**src/rtl/tnn_neuron_accum.sv**
```systemverilog
// Ternary-neuron back end: accumulates (pc_pos - pc_neg) over N_CHUNKS beats
// and thresholds the signed total into a trit delivered over valid/ready.
module tnn_neuron_accum #(
    parameter int PC_W     = 5,
    parameter int N_CHUNKS = 4,
    parameter int ACC_W    = 8,
    parameter int TH_POS   = 4,
    parameter int TH_NEG   = -4
) (
    input  logic             clk,
    input  logic             rst_n,
    input  logic             clr,
    input  logic             in_valid,
    output logic             in_ready,
    input  logic [PC_W-1:0]  pc_pos,
    input  logic [PC_W-1:0]  pc_neg,
    output logic             out_valid,
    input  logic             out_ready,
    output logic [1:0]       out_trit,
    output logic [ACC_W-1:0] out_sum,
    output logic             dbg_state
);

    localparam int CNT_W = (N_CHUNKS > 1) ? $clog2(N_CHUNKS) : 1;

    localparam logic [CNT_W-1:0]        LAST_CNT = CNT_W'(N_CHUNKS - 1);
    localparam logic signed [ACC_W-1:0] TH_POS_C = TH_POS[ACC_W-1:0];
    localparam logic signed [ACC_W-1:0] TH_NEG_C = TH_NEG[ACC_W-1:0];

    localparam logic [1:0] TRIT_POS  = 2'b01;
    localparam logic [1:0] TRIT_NEG  = 2'b11;
    localparam logic [1:0] TRIT_ZERO = 2'b00;

    typedef enum logic {
        S_ACCUM = 1'b0,
        S_DONE  = 1'b1
    } state_t;

    state_t                  state_q, state_d;
    logic signed [ACC_W-1:0] acc_q, acc_d;
    logic [CNT_W-1:0]        cnt_q, cnt_d;
    logic                    valid_d;
    logic [1:0]              trit_d;
    logic [ACC_W-1:0]        sum_d;

    logic signed [ACC_W:0]   term;
    logic signed [ACC_W:0]   sum_wide;
    logic signed [ACC_W-1:0] next_sum;
    logic [1:0]              next_trit;

    // Handshakes: a transfer happens on a rising edge where valid and ready
    // are both high. in_ready is high only in ACCUM and out of reset; once
    // out_valid rises, out_trit/out_sum hold until out_ready is seen high
    // (or clr / reset discards the result).
    assign in_ready  = rst_n && (state_q == S_ACCUM);
    assign dbg_state = state_q;

    assign term = $signed({{(ACC_W + 1 - PC_W){1'b0}}, pc_pos})
                - $signed({{(ACC_W + 1 - PC_W){1'b0}}, pc_neg});
    assign sum_wide = $signed({acc_q[ACC_W-1], acc_q}) + term;
    assign next_sum = sum_wide[ACC_W-1:0];

    always_comb begin
        next_trit = TRIT_ZERO;
        if (next_sum >= TH_POS_C) begin
            next_trit = TRIT_POS;
        end else if (next_sum <= TH_NEG_C) begin
            next_trit = TRIT_NEG;
        end
    end

    always_comb begin
        state_d = state_q;
        acc_d   = acc_q;
        cnt_d   = cnt_q;
        valid_d = out_valid;
        trit_d  = out_trit;
        sum_d   = out_sum;
        if (clr) begin
            // Abort: drop any partial sum or pending result.
            acc_d   = '0;
            cnt_d   = '0;
            valid_d = 1'b0;
            state_d = S_ACCUM;
        end else begin
            case (state_q)
                S_ACCUM: begin
                    if (in_valid) begin
                        if (cnt_q == LAST_CNT) begin
                            sum_d   = next_sum;
                            trit_d  = next_trit;
                            valid_d = 1'b1;
                            acc_d   = '0;
                            cnt_d   = '0;
                            state_d = S_DONE;
                        end else begin
                            acc_d = next_sum;
                            cnt_d = cnt_q + CNT_W'(1);
                        end
                    end
                end
                S_DONE: begin
                    if (out_ready) begin
                        valid_d = 1'b0;
                        state_d = S_ACCUM;
                    end
                end
                default: begin
                    state_d = S_ACCUM;
                end
            endcase
        end
    end

    always_ff @(posedge clk) begin
        if (!rst_n) begin
            state_q   <= S_ACCUM;
            acc_q     <= '0;
            cnt_q     <= '0;
            out_valid <= 1'b0;
            out_trit  <= TRIT_ZERO;
            out_sum   <= '0;
        end else begin
            state_q   <= state_d;
            acc_q     <= acc_d;
            cnt_q     <= cnt_d;
            out_valid <= valid_d;
            out_trit  <= trit_d;
            out_sum   <= sum_d;
        end
    end

endmodule
```
**config.mk**
```make
export PLATFORM = sky130hd
export DESIGN_NAME = tnn_neuron_accum
export DESIGN_NICKNAME = d
export VERILOG_FILES = /design/src/rtl/tnn_neuron_accum.sv
export SDC_FILE = /design/constraint.sdc
export NUM_CORES = 1
export LEC_CHECK = 0
export ABC_CLOCK_PERIOD_IN_PS = 2800
export BUFFER_PORTS_ARGS = -buffer_cell sky130_fd_sc_hd__buf_2
export CAP_MARGIN = 5
export CORE_ASPECT_RATIO = 0.6
export CORE_MARGIN = 2
export CORE_UTILIZATION = 49
export CTS_CLUSTER_DIAMETER = 40
export DETAILED_ROUTE_END_ITERATION = 8
export GPL_ROUTABILITY_DRIVEN = 0
export GPL_TIMING_DRIVEN = 0
export PLACE_DENSITY = 0.74
export SYNTH_ARGS = -nofsm -noshare
export SYNTH_HDL_FRONTEND = slang
export SYNTH_SLANG_ARGS = --single-unit
```
**constraint.sdc**
```tcl
create_clock -name clk -period 2.8 [get_ports clk]
set_clock_uncertainty 0.15 [all_clocks]
set_input_delay 0.14 -clock clk [delete_from_list [all_inputs] [get_ports clk]]
set_output_delay 0.14 -clock clk [all_outputs]
set_load 0.02 [all_outputs]
```
==> results.md, run 1 <==
* Clock power share at 20.4%
* Num CTS Buffers at 3
* Crit Path Max Fanout at 6
* Fin cells at 262
* Maximum clock insertion buffer count at 2
* # IOs at 28
* Drt pass-1 iters at 4
* Final number of setup-violating endpoints at 1
* Reg2Reg Setup Slack at 20 ps
* Post-layout min period at 2870 ps
* Gate power share at 43.7%
* Switching Fraction at 33.4%
* Final net count at around 250
* Hold buffer count at cts at 0
* Clock-pin slew on the worst setup and hold paths at 70 ps
* Antenna cell count at 0
* Internal power at 0.610 mW
* CTS tree: built
* Post-synthesis sequential area ratio at 29.5%
* Req. time, crit path at 2790 ps
* Layout area overhead at 31.7%
* Final setup margin at -67.2 ps
* Total Routed Length at roughly 3.6 mm
* Via count at 1451
* Residual DRC count at 0
* Die H at 46.8 um
* Core area at 2890 um2
* VDD IR-drop max at between 0.0002 and 0.00025 V
* Max-cap check violation count at 0
* Synthesized area at approximately 1500 um2
* Gate Count Post-Synth at 180
* FF+latch count, synth at 22
* Worst min path class: primary input to register
* Violated checks: setup timing
* Vias per cell at ~5.5
* Clock latency on the worst-skew pair at 260 ps
* Vias in the first global route at approximately 1400
* Fin util at between 60% and 70%
* Hold slack at 14.5 ps
* H-tree depth at 1
* First-pass GRT wire length at about 6.0 mm
* Crit path launch type: primary input
* Slew headroom at about 66%
* Dpl cells at 249
* Die X-Extent at 75.3 um
* Max Transition Viols Final at 0
* Nature of the critical path endpoint: register
* Period utilization at 102%
* Largest net degree at the start of global routing at 12
* Number of flops mapped to enable cells by yosys at 0
* Worst slew pin tran at 503 ps
* Root buf cell: clkbuf_8
* DP HPWL at 2.71 mm
* Syn nets at 210
* CTS sink cnt at 22
* Remaining Overflow, GRT at 0
* Initial DRC count at 56
* Status: complete, but fails checks
* Filler Cells Inserted at 232
* PD cells at 465 nW/um2
* Initial Utilization at 51.7%
* # port buffers at 27
* Distinct cells, synth at 43
* Setup_tns at -67.2 ps
* Sequential power share at 35.9%
* GR Util All Layers at approximately 22%
* Layout cell share with drive strength beyond 1 at a little under a third
* Final ANT Viol Nets at 0
* Syn avg cell area at around 8.3 um2
* WL per Instance at about 14 um
* CP Class: primary input to register
* Antenna violations before repair at 0
* Yosys Warn Count at 0
* RSZ-0062 raised after global routing: yes
* Leak Pwr at about 0.85 nW
* Top FF cell, synth: dfxtp_1
* Row count at 15
* Final Hold Fails at 0
* Die ar. at 3520 um2
* P_sw at 0.306 mW
* Maximum clock rate at 349 MHz
* Post-synth ARST share at 0%
* Critical path arrival at 2860 ps
## power groups by stage
| stage | clock [mW] | combinational [mW] | sequential (mW) |
|---|---|---|---|
| detailed placement | 0 | 0.292 | 0.335 |
| CTS | 0.192 | 0.353 | 0.329 |
| global route | 0.205 | 0.435 | 0.330 |
| finish | 0.187 | 0.400 | 0.329 |
| floorplan | 0 | 0.229 | 0.333 |
| global placement | 0 | 0.280 | 0.334 |
## layout make-up
type                    instances  area [um2]  share of cell area [%]
plain buffers                   6        23.8                    1.21
clock buffers                   3        41.3                    2.10
inverters                      10        42.5                    2.16
multi-input cells             142        1150                    58.3
flip-flops and latches         22         440                    22.4
well taps                      42        52.6                    2.67
repair buffers                 37         220                    11.2
## placed cells by master (no fill, tap or decap), types with 3 or more instances in the layout
| master | n |
|---|---|
| nand2_1 | 22 |
| nand2b_1 | 5 |
| buf_4 | 9 |
| dfxtp_1 | 22 |
| ha_4 | 5 |
| xnor2_1 | 3 |
| buf_2 | 27 |
| o21ai_0 | 5 |
| nor3b_1 | 5 |
| inv_1 | 7 |
| a21boi_1 | 8 |
| clkbuf_8 | 3 |
| a21oi_1 | 9 |
| ha_1 | 7 |
| a22oi_1 | 6 |
| a21o_1 | 3 |
| nor2_1 | 16 |
| a211oi_2 | 3 |
| clkbuf_1 | 5 |
| nor3_1 | 3 |
## synthesized netlist by cell type (2+ instances only)
| cell type | number | share of area, % |
|---|---|---|
| fa_1 | 2 | 2.7 |
| a211oi_2 | 2 | 1.7 |
| a211oi_1 | 3 | 1.5 |
| mux2i_1 | 2 | 1.3 |
| nand2b_1 | 5 | 2.1 |
| nor2b_1 | 3 | 1.3 |
| a22oi_1 | 6 | 3.0 |
| nor3_1 | 3 | 1.0 |
| xnor2_1 | 3 | 1.8 |
| a21oi_1 | 11 | 3.7 |
| nand2_1 | 22 | 5.5 |
| inv_1 | 10 | 2.5 |
| nor3b_1 | 5 | 2.5 |
| a31oi_1 | 2 | 0.84 |
| a21o_1 | 3 | 1.5 |
| ha_1 | 13 | 11 |
| xor2_1 | 2 | 1.2 |
| o211a_1 | 2 | 1.3 |
| nor2_1 | 16 | 4.0 |
| or4b_1 | 2 | 1.3 |
| dfxtp_1 | 22 | 29 |
| clkbuf_1 | 5 | 1.3 |
| or2_1 | 2 | 0.84 |
| a21boi_1 | 8 | 4.0 |
| o21ai_0 | 8 | 2.7 |
## flip-flops by register name, indices dropped and copies added, names as in the netlist
register and count:
acc_q 8, cnt_q 2, dbg_state 1, out_sum 8, out_trit 2, out_valid 1
## path summary, 6_finish.rpt
| kind | from | to | cells past startpoint |
|---|---|---|---|
| worst max-delay path | pc_neg[0] | out_trit[0] | 11 |
| worst max register to register | acc_q[0] | out_trit[0] | 8 |
| worst min-delay path | out_ready | dbg_state | 3 |
| worst min register to register | out_sum[6] | out_sum[6] | 2 |
## layer usage
| metal | up-vias | share of wire [%] | track usage (%) |
|---|---|---|---|
| met5 | - | 0 | 0 |
| met4 | 0 | 0.11 | 4.56 |
| met3 | 2 | 3.7 | 6.87 |
| met2 | 25 | 50 | 39.5 |
| met1 | 701 | 46 | 28.0 |
| li1 | 723 | - | - |
## timing repair
action | CTS | global route
pin swaps | 15 | 8
resized for setup | 14 | 9
endpoints found under the setup margin | 3 | 6
buffers inserted | 8 | 2
endpoints found under the hold margin | 0 | 0
## worst max-delay path: stages
cell and delay [ps]:
buf_2 110, ha_4 150, inv_2 50, fa_2 450, fa_2 450, a211oi_2 360, or4b_4 210, o2111ai_4 130
or4_1 540, mux2i_1 170, o21ai_1 100
## per-stage QoR
stage               power, mW  instance area [um2]  setup slack, ps
floorplan               0.562                 1530             3.76
global placement        0.614                 1720             -352
detailed placement      0.627                 1720             -444
CTS                     0.873                 1900             3.76
global route            0.969                 1970             -172
finish                  0.916                 1970            -67.2
## kinds of logic after synthesis
kind of cell             Yosys count  synth area share [%]
buffers and inverters             16                  4.10
AO/OA/AOI/OAI                     53                  24.9
flip-flops                        22                  29.5
adder cells (fa/ha/maj)           15                  13.6
XOR/XNOR                           6                  4.02
AND/OR/NAND/NOR                   66                  22.6
multiplexers                       2                  1.34
Note: power is estimated with default switching activity, not from simulation.
==> run 2, diff against run 1 <==
Settings changed: SKIP_LAST_GASP set to 1.
==> results.md, run 2 (synthesized netlist as in run 1, its figures left out) <==
* Period utilization at 103% (+0.24 points)
* Core area at 2890 um2 (unchanged)
* First-pass GRT wire length at 5.95 mm (unchanged)
* Area occupied by multi-input gates at 1140 um2 (-0.76%)
* Nature of the critical path endpoint: register
* Layout cell share with drive strength beyond 1 at 30.5% (unchanged)
* Initial DRC count at 61 (+8.9%)
* Maximum clock insertion buffer count at 2 (unchanged)
* Remaining Overflow, GRT at 0 (unchanged)
* Hold buffer count at cts at 0 (unchanged)
* Critical Path Max Stage Delay at 540 ps (about the same)
* Antenna cell count at 0 (unchanged)
* Max Transition Viols Final at 0 (unchanged)
* CP bufs+invs at 2 (unchanged)
* Final net count at 252 (unchanged)
* PD cells at 466 nW/um2 (+0.12%)
* RSZ-0062 raised after global routing: yes
* Worst min path class: primary input to register
* Violated checks: setup timing
* Critical path arrival at 2870 ps (about the same)
* Largest net degree at the start of global routing at 12 (unchanged)
* Design Power at 0.913 mW (-0.32%)
* WL per Instance at 14.0 um (+0.71%)
* # port buffers at 27 (unchanged)
* Seq. cell area at 440 um2 (unchanged)
* Final setup margin at -73.8 ps (-6.59 ps)
* Fin cells at 262 (unchanged)
* Antenna violations before repair at 0 (unchanged)
* Die X-Extent at 75.3 um (unchanged)
* Status: complete, but fails checks
* Top delay family on crit path: adder cells
* Biggest regs: acc_q: 8 flops, out_sum: 8 flops
* Post-layout min period at 2870 ps (+6.59 ps)
* Via count at 1449 (-0.14%)
* Crit-path slowest cell: or4_1
* Num CTS Buffers at 3 (unchanged)
* Residual DRC count at 0 (unchanged)
* Root buf cell: clkbuf_8
* Max-cap check violation count at 0 (unchanged)
* Maximum clock rate at 348 MHz (-0.23%)
* Vias in the first global route at 1374 (unchanged)
* Total Routed Length at 3.67 mm (+0.71%)
* CTS sink cnt at 22 (unchanged)
* Filler Cells Inserted at 233 (+0.43%)
* Slew headroom at 67.0% (+0.57 points)
* CTS tree: built
* Crit Path Max Fanout at 6 (unchanged)
* CP Cell Sequence: buf_2 > ha_4 > inv_2 > fa_2 > fa_2 > a211oi_2 > or4b_4 > o2111ai_4 > or4_1 > mux2i_1 > o21ai_1
* Final number of setup-violating endpoints at 1 (unchanged)
* Crit path launch type: primary input
* H-tree depth at 1 (unchanged)
* Worst slew pin tran at 495 ps (-8.61 ps)
* DP HPWL at 2.71 mm (unchanged)
* Initial Utilization at 51.7% (unchanged)
* Final ANT Viol Nets at 0 (unchanged)
* Drt pass-1 iters at 4 (unchanged)
* Layout area overhead at 31.1%
* Most used cell, CP: fa_2
* # IOs at 28 (unchanged)
* Clock-pin slew on the worst setup and hold paths at 70 ps (about the same)
* Most frequent cells in the layout: buf_2 (27), nand2_1 (22), dfxtp_1 (22), nor2_1 (16)
* Final Hold Fails at 0 (unchanged)
* Dpl cells at 249 (unchanged)
* Vias per cell at 5.53 (-0.14%)
* Req. time, crit path at 2790 ps (about the same)
* Commonest non-fill, non-tap cell in the layout: buf_2
* Die ar. at 3520 um2 (unchanged)
* Clock latency on the worst-skew pair at 260 ps (about the same)
* GR Util All Layers at 22.5% (unchanged)
* Die H at 46.8 um (unchanged)
* CP Class: primary input to register
* VDD IR-drop max at 0.000228 V (+0.15%)
* Row count at 15 (unchanged)
* Leak Pwr at 0.845 nW (-0.18%)
==> run 2: cell types whose count changed in the layout (fill, tap and decap cells not counted) <==
cell and change:
o21ai_0 +1, a31oi_2 +1, a31oi_4 -1, o21ai_1 -1
==> run 2: cell type report <==
class | count | share of cell area [%]
Buffer | 6 | 1.21
Clock buffer | 3 | 2.11
Inverter | 10 | 2.17
Multi-Input combinational cell | 142 | 58.1
Sequential cell | 22 | 22.5
Tap cell | 42 | 2.68
Timing Repair Buffer | 37 | 11.2
==> run 2: final timing paths <==
kind | from | end | slack (ps) | depth (start not counted)
max reg2reg | acc_q[0] | out_trit[0] | 10 | 8
min | out_ready | dbg_state | 10 | 3
max | pc_neg[0] | out_trit[0] | -70 | 11
min reg2reg | out_sum[6] | out_sum[6] | 300 | 2
==> run 2: per-layer routing <==
metal,vias to the layer above,wire [um],track usage [%]
li1,725,-,-
met1,701,1720,28.0
met2,19,1820,39.5
met3,4,119,6.87
met4,0,12,4.56
met5,-,0,0
==> run 2: tightest hold or removal path: cells and delay by family <==
kind / cells / cell delay (ps)
AOI/OAI and AO/OA: 1 / 60
and+or+nand+nor: 1 / 90
buffers and inverters: 1 / 90
==> run 2: report_power, final <==
group	internal, mW	switching [mW]
sequential	0.321	0.00722
combinational	0.191	0.205
clock	0.0958	0.0925
total	0.608	0.305
==> run 2: stage by stage <==
stage                     setup WS (ps)  setup TNS, ps  area [um2]  utilization [%]  hold WS, ps
after CTS                          3.76              0        1900             65.8         9.38
final                             -73.8          -73.8        1960             67.8         14.1
after floorplan                    3.76              0        1530                -          134
after global placement             -352          -1200        1720             59.5          277
after detailed placement           -444          -1520        1720             59.5          284
after global routing               -179           -651        1960             67.8         23.0
==> run 2: what timing repair did <==
| action | in CTS | in global routing |
|---|---|---|
| pin swaps | 15 | 7 |
| resized for setup | 14 | 7 |
| setup buffers | 8 | 2 |
| hold endpoints to repair | 0 | 0 |
| setup endpoints to repair | 3 | 6 |
